===== src/rtl/vx_csr_rmw_unit.sv =====
// CSR read-modify-write stage: reads the store, writes the new value, returns the old value one cycle later.
// Single registered output entry; in_ready stalls only while it is full and not draining. Optional VX_CSR_RMW_PERF_EN adds counters.
module vx_csr_rmw_unit #(
    parameter int NUM_THREADS   = 4,
    parameter int NW_WIDTH      = 2,
    parameter int UUID_WIDTH    = 44,
    parameter int XLEN          = 32,
    parameter int NR_BITS       = 5,
    parameter int CSR_ADDR_BITS = 12,
    parameter int PERF_CTR_BITS = 44
) (
    input  logic                          clk,
    input  logic                          reset_n,
    input  logic                          in_valid,
    output logic                          in_ready,
    input  logic [UUID_WIDTH-1:0]         in_uuid,
    input  logic [NW_WIDTH-1:0]           in_wid,
    input  logic [NUM_THREADS-1:0]        in_tmask,
    input  logic [XLEN-1:0]               in_pc,
    input  logic [NR_BITS-1:0]            in_rd,
    input  logic                          in_wb,
    input  logic [1:0]                    in_op,
    input  logic                          in_use_imm,
    input  logic [4:0]                    in_imm,
    input  logic [CSR_ADDR_BITS-1:0]      in_addr,
    input  logic [NUM_THREADS*XLEN-1:0]   in_rs1_data,
    output logic                          csr_read_enable,
    output logic [UUID_WIDTH-1:0]         csr_read_uuid,
    output logic [NW_WIDTH-1:0]           csr_read_wid,
    output logic [CSR_ADDR_BITS-1:0]      csr_read_addr,
    input  logic [XLEN-1:0]               csr_read_data_ro,
    input  logic [XLEN-1:0]               csr_read_data_rw,
    output logic                          csr_write_enable,
    output logic [UUID_WIDTH-1:0]         csr_write_uuid,
    output logic [NW_WIDTH-1:0]           csr_write_wid,
    output logic [CSR_ADDR_BITS-1:0]      csr_write_addr,
    output logic [XLEN-1:0]               csr_write_data,
`ifdef VX_CSR_RMW_PERF_EN
    output logic [PERF_CTR_BITS-1:0]      perf_csr_reqs,
    output logic [PERF_CTR_BITS-1:0]      perf_csr_stalls,
`endif
    output logic                          out_valid,
    input  logic                          out_ready,
    output logic [UUID_WIDTH-1:0]         out_uuid,
    output logic [NW_WIDTH-1:0]           out_wid,
    output logic [NUM_THREADS-1:0]        out_tmask,
    output logic [XLEN-1:0]               out_pc,
    output logic [NR_BITS-1:0]            out_rd,
    output logic                          out_wb,
    output logic [NUM_THREADS*XLEN-1:0]   out_data
);

    localparam logic [1:0] OP_R  = 2'b00;
    localparam logic [1:0] OP_RW = 2'b01;
    localparam logic [1:0] OP_RS = 2'b10;
    localparam logic [1:0] OP_RC = 2'b11;

    logic            fire;
    logic [XLEN-1:0] rs1_sel;
    logic [XLEN-1:0] operand;
    logic [XLEN-1:0] old_val;
    logic [XLEN-1:0] new_val;

    // Holding reset_n in the ready term keeps both store strobes quiet during reset.
    assign in_ready = reset_n && (!out_valid || out_ready);
    assign fire     = in_valid && in_ready;

    // Lowest active lane wins; falls back to lane 0 when the mask is empty.
    always_comb begin
        rs1_sel = in_rs1_data[XLEN-1:0];
        for (int i = NUM_THREADS-1; i >= 0; i--) begin
            if (in_tmask[i]) rs1_sel = in_rs1_data[i*XLEN +: XLEN];
        end
    end

    assign operand = in_use_imm ? {{(XLEN-5){1'b0}}, in_imm} : rs1_sel;
    assign old_val = csr_read_data_ro | csr_read_data_rw;

    always_comb begin
        new_val = old_val;
        case (in_op)
            OP_RW:   new_val = operand;
            OP_RS:   new_val = old_val | operand;
            OP_RC:   new_val = old_val & ~operand;
            default: new_val = old_val;
        endcase
    end

    assign csr_read_enable  = fire;
    assign csr_read_uuid    = in_uuid;
    assign csr_read_wid     = in_wid;
    assign csr_read_addr    = in_addr;

    assign csr_write_enable = fire && ((in_op == OP_RW) ||
                              (((in_op == OP_RS) || (in_op == OP_RC)) && (operand != '0)));
    assign csr_write_uuid   = in_uuid;
    assign csr_write_wid    = in_wid;
    assign csr_write_addr   = in_addr;
    assign csr_write_data   = new_val;

    always_ff @(posedge clk or negedge reset_n) begin
        if (!reset_n) begin
            out_valid <= 1'b0;
            out_uuid  <= '0;
            out_wid   <= '0;
            out_tmask <= '0;
            out_pc    <= '0;
            out_rd    <= '0;
            out_wb    <= 1'b0;
            out_data  <= '0;
        end else if (fire) begin
            out_valid <= 1'b1;
            out_uuid  <= in_uuid;
            out_wid   <= in_wid;
            out_tmask <= in_tmask;
            out_pc    <= in_pc;
            out_rd    <= in_rd;
            out_wb    <= in_wb;
            out_data  <= {NUM_THREADS{old_val}};
        end else if (out_ready) begin
            out_valid <= 1'b0;
        end
    end

`ifdef VX_CSR_RMW_PERF_EN
    always_ff @(posedge clk or negedge reset_n) begin
        if (!reset_n) begin
            perf_csr_reqs   <= '0;
            perf_csr_stalls <= '0;
        end else begin
            if (fire)                   perf_csr_reqs   <= perf_csr_reqs + 1'b1;
            if (in_valid && !in_ready)  perf_csr_stalls <= perf_csr_stalls + 1'b1;
        end
    end
`endif

endmodule


===== config.mk =====
export PLATFORM = sky130hd
export DESIGN_NAME = vx_csr_rmw_unit
export DESIGN_NICKNAME = d
export VERILOG_FILES = /design/src/rtl/vx_csr_rmw_unit.sv
export SDC_FILE = /design/constraint.sdc
export NUM_CORES = 1
export LEC_CHECK = 0
export ABC_AREA = 1
export CAP_MARGIN = 40
export CORE_AREA = 2 2 260 262
export CTS_BUF_LIST = sky130_fd_sc_hd__clkbuf_8
export CTS_CLUSTER_DIAMETER = 60
export DETAILED_ROUTE_END_ITERATION = 12
export DIE_AREA = 0 0 262 264
export PLACE_DENSITY = 0.42
export SYNTH_ARGS = -nofsm -noshare
export SYNTH_HDL_FRONTEND = slang
export SYNTH_SLANG_ARGS = --single-unit

===== constraint.sdc =====
create_clock -name clk -period 1.65 [get_ports clk]
set_input_delay 0.33 -clock clk [delete_from_list [all_inputs] [get_ports clk]]
set_output_delay 0.33 -clock clk [all_outputs]
set_load 0.02 [all_outputs]

### After elaboration in Yosys (flattened, before gate mapping)

Cells that the tools add are included.

* equal/unequal tests: 3
* muxes and demuxes: 8
* bitwise logic cells: 4
* reductions and logical operators: 10

Operators by type and width (count)
* $mux W32: 5
* $pmux W32 S3: 1
* $or A32 B32 Y32: 2
* $and A32 B32 Y32: 1
* $not A32 Y32: 1
* $reduce_bool A32 Y1: 1
* $eq A2 B2 Y1 const B: 2
* $logic_and A1 B1 Y1: 4
* $logic_or A1 B1 Y1: 3
* $eq A2 B1 Y1 const B: 1
* $mux W1: 2
* $reduce_bool A2 Y1: 1
* $logic_not A1 Y1: 1

* register bits: 217
* bits of input ports: 304
* output and inout port bits: 368

### Longest topological paths before layout

* depth after elaboration: 9
* gate-level depth with buffers: 15
* mapped depth without buffers: 13

### Worst setup path before layout

OpenSTA, ideal clock, no wires.

* path type: register to output
* from: reg out_valid
* to: out csr_write_enable
* data arrival time: 1.577 ns
* required time: 1.320 ns
* path slack: -0.257 ns
* cell stages (with the launch flop): 8
* buffers on the path: 1
* path through: dfrtp_1 -> nand2_1 -> and2_1 -> nand2_1 -> inv_2 -> buf_2 -> o21ai_0 -> nor2_1

* cells in the longest elaborated chain, start to end: 5

RTL lines
* from (decl): RTL line 42 `output logic out_valid,`
* from (signal assigned): RTL line 103 `out_valid <= 1'b0;`
* from (signal assigned): RTL line 112 `out_valid <= 1'b1;`
* from (signal assigned): RTL line 121 `out_valid <= 1'b0;`
* $logic_not A1 Y1: RTL line 65 `assign in_ready = reset_n && (!out_valid || out_ready);`
* $logic_or A1 B1 Y1: RTL line 65
* $logic_and A1 B1 Y1: RTL line 65
* named net in_ready: RTL line 15 `output logic in_ready,`
* $logic_and A1 B1 Y1: RTL line 66 `assign fire = in_valid && in_ready;`
* $logic_and A1 B1 Y1: RTL line 94 `assign csr_write_enable = fire && ((in_op == OP_RW) ||`
* to (decl): RTL line 33 `output logic csr_write_enable,`

The timed path passes the listed nets, and every way through them passes these cells.

### Final worst setup path

* from: in in_tmask[2]
* to: out csr_write_enable

* cells in the longest elaborated chain, start to end: 8

RTL lines
* from (decl): RTL line 18 `input logic [NUM_THREADS-1:0] in_tmask,`
* $mux W32 (3 in a row): RTL line 72 `if (in_tmask[i]) rs1_sel = in_rs1_data[i*XLEN +: XLEN];`
* $mux W32: RTL line 76 `assign operand = in_use_imm ? {{(XLEN-5){1'b0}}, in_imm} : rs1_sel;`
* $reduce_bool A32 Y1: RTL line 95 `(((in_op == OP_RS) || (in_op == OP_RC)) && (operand != '0)));`
* $logic_and A1 B1 Y1: RTL line 95
* $logic_or A1 B1 Y1: RTL line 94
* $logic_and A1 B1 Y1: RTL line 94

Every way passes these cells.

==> flow_summary.yaml <==
run_status:
  status: "complete, but fails checks"
  violations: "setup timing"
final_layout:
  layout.area.seq_um2: 3050
  nets: 2110
  layout_common_cells: "406 x nand2_1, 276 x dlygate4sd2_1, 170 x clkdlybuf4s50_1, 152 x nor2_1, 128 x buf_4"
  fill_cells: 7405
  layout_commonest_cell: "nand2_1"
  multi_input_area_um2: 4200
  design_area_um2: 17300
  drive_gt1_share_pct: 32.8
  syn2layout_area_growth_pct: 105
routing:
  viasPerCell: 3.71
  routed-via-count: 10000
  drcViolationCount: 0
  drt_pass1_iterations: 5
  postRouteAntennaNets: 0
  drtIter0Drc: 430
  wl_per_cell_um: 18.4
  routed_wl_um: 49700
worst_setup_path:
  cp.required_ps: 1320
  cp_slowest_stage_delay_ps: 160
  crit_path_cell_trace: "buf_8, inv_8, buf_12, buf_8, nand3_2, nand2_1, nand2_1, nand2_2, nand2_1, inv_1, nand2_1, nor2_2, nand3_2, nor2_2, nor2_2, buf_6"
  path_class: "input pin to output port"
  crit_path_end_kind: "output port"
  ff2ff_path_depth: 10
  crit_fanout: 8
  cp_slowest_cell: "nor2_2"
  path_common_cell: "nand2_1"
  cp.arrival_ps: 1770
  startpoint_type: "input pin"
clock_tree:
  cts-htree-levels: 4
  cts_tree: "built"
  clock_path_buffers: 2
  clockRootBuffer: "clkbuf_8"
  cts_buffers: 17
  clock_sinks: 121
  worstSkewPairLatency_ps: 480
  path_clk_slew_ps: 100
timing:
  post-route-min-period_ps: 2100
  relSlewSlack_pct: 61.3
  rsz0062_at_grt: "yes"
  whs_ps: 334
  worstMarginPinSlew_ps: 581
  setup_tns_ps: -9600
  hold_viol_final: 0
  slew_violations: 0
  post-route-period-util_pct: 128
  setup_slack_ps: -454
  fmax_mhz: 475
  finalClockSkew_ps: 22.7
  setup_violations: 34
synthesis:
  syn-instance-count: 1229
  synth_area_leaders: "dfrtp_1 36%, nand2_1 21%, buf_4 19%"
  synth_top_family_by_area: "simple AND/OR/NAND/NOR gates"
  synth_top_area_share_pct: 36.0
  synthAdderAreaFrac_pct: 0
  seq_area_frac_synth_pct: 36.0
  yosys_warnings: 0
  synth_fp_nets: 1533
  ys_types: 20
  synth_mux_area_share_pct: 0
  yosys.area.top_type: "dfrtp_1"
  yosys.area_share.simple_pct: 31.9
  synth_seq_cells: 121
  synth_edf_count: 0
  avgSynthCellArea_um2: 6.84
  synth-main-ff-cell: "dfrtp_1"
  synth-compound-area-share_pct: 8.28
  synth_xor_area_share_pct: 0
  async_flop_share_pct: 100
  syn-cell-area_um2: 8410
worst_hold_path:
  hp-class: "input pin to register"
  holdPathStages: 4
die:
  die_w_um: 262
  fp-row-count: 95
  coreArea_um2: 66600
  io_pins: 672
  start_util_pct: 12.6
  fp.dieH_um: 264
  die_area_um2: 69200
place:
  numPortBuffers: 635
  gp_congestion: 0.903
  place_area_um2: 15400
  hpwl_um: 36700
global_routing:
  grt_antenna_before_repair: 7
  grt_pass1_wl_um: 67300
  grt_overflow_total: 0
  grt_pass1_vias: 9953
  grt_start_max_net_pins: 89
  track_usage_pct: 13.4
power:
  peakVddDrop_mv: 0.448
  powerDensity_nw_per_um2: 764
  finalPower_mw: 13.2
  p_leak_nw: 8.25
run:
  maxCapViolations: 0
## layout make-up
cell class                 count  share of cell area (%)
multi-input combinational    814                    24.3
sequential                   121                    17.7
clock inverter                15                   0.957
tap                          873                    6.33
clock buffer                  17                    1.36
antenna                        5                  0.0725
inverter                      16                   0.572
timing repair buffer         836                    48.7
## metal layers
metal	track usage, %	routed length, µm	up-vias
li1	-	-	4813
met1	16.1	20400	4682
met2	22.6	24300	429
met3	2.93	3250	82
met4	5.99	1650	4
met5	0	25	-
## where the power goes
| group | internal [mW] | total, mW | switching (mW) |
|---|---|---|---|
| clock network | 1.37 | 2.90 | 1.52 |
| registers | 3.45 | 3.86 | 0.402 |
| logic | 2.94 | 6.44 | 3.50 |
| total | 7.77 | 13.2 | 5.42 |
## metrics by stage
stage | setup slack [ps] | util (%) | cells
final | -454 | 25.9 | 2697
after global routing | -551 | 25.9 | 2694
after CTS | -463 | 25.3 | 2686
after detailed placement | -1420 | 23.1 | 2601
after global placement | -1400 | 23.1 | 2601
after floorplan | -116 | - | 1229
## worst paths after layout
check | from | endpoint | slack, ps
min in group asynchronous | reset_n | out_pc[23] | 460
worst max register to register | out_valid | out_uuid[41] | 20
worst min-delay path | in_tmask[2] | out_tmask[2] | 330
worst min register to register | out_uuid[10] | out_uuid[10] | 470
max in group asynchronous | reset_n | out_data[97] | 180
worst max-delay path | in_tmask[2] | csr_write_enable | -450
## cells by family (layout without fill, tap and decap cells)
logic type	after synthesis	in the layout
other cells	0	5
buf+inv	294	884
compound gates	114	114
flops	121	121
simple gates	700	700
## critical path: cells and delay by family
| kind | cells | cell delay (ps) |
|---|---|---|
| simple gates | 10 | 810 |
| buf+inv | 6 | 620 |
## cell usage after synthesis, drive strengths merged (3+ instances only)
master and n:
a21boi 3, a21oi 36, buf 255, clkbuf 23, dfrtp 121, inv 16, nand2 464, nand3 32
nand4 4, nor2 199, o21ai 48, o32ai 26
## registers in the layout (all words and copies together) (netlist names)
register,count
out_data,32
out_pc,32
out_rd,5
out_tmask,4
out_uuid,44
out_valid,1
out_wb,1
out_wid,2
## what timing repair did
action                                  4_1_cts  5_1_grt
resized for setup                          1141      103
pin swaps                                   133       55
buffers inserted                             51       11
endpoints found under the setup margin      463      163
gates cloned                                 10        7
hold buffers                                  1        0
endpoints found under the hold margin        33        0
(Power assumes the default switching activity.)
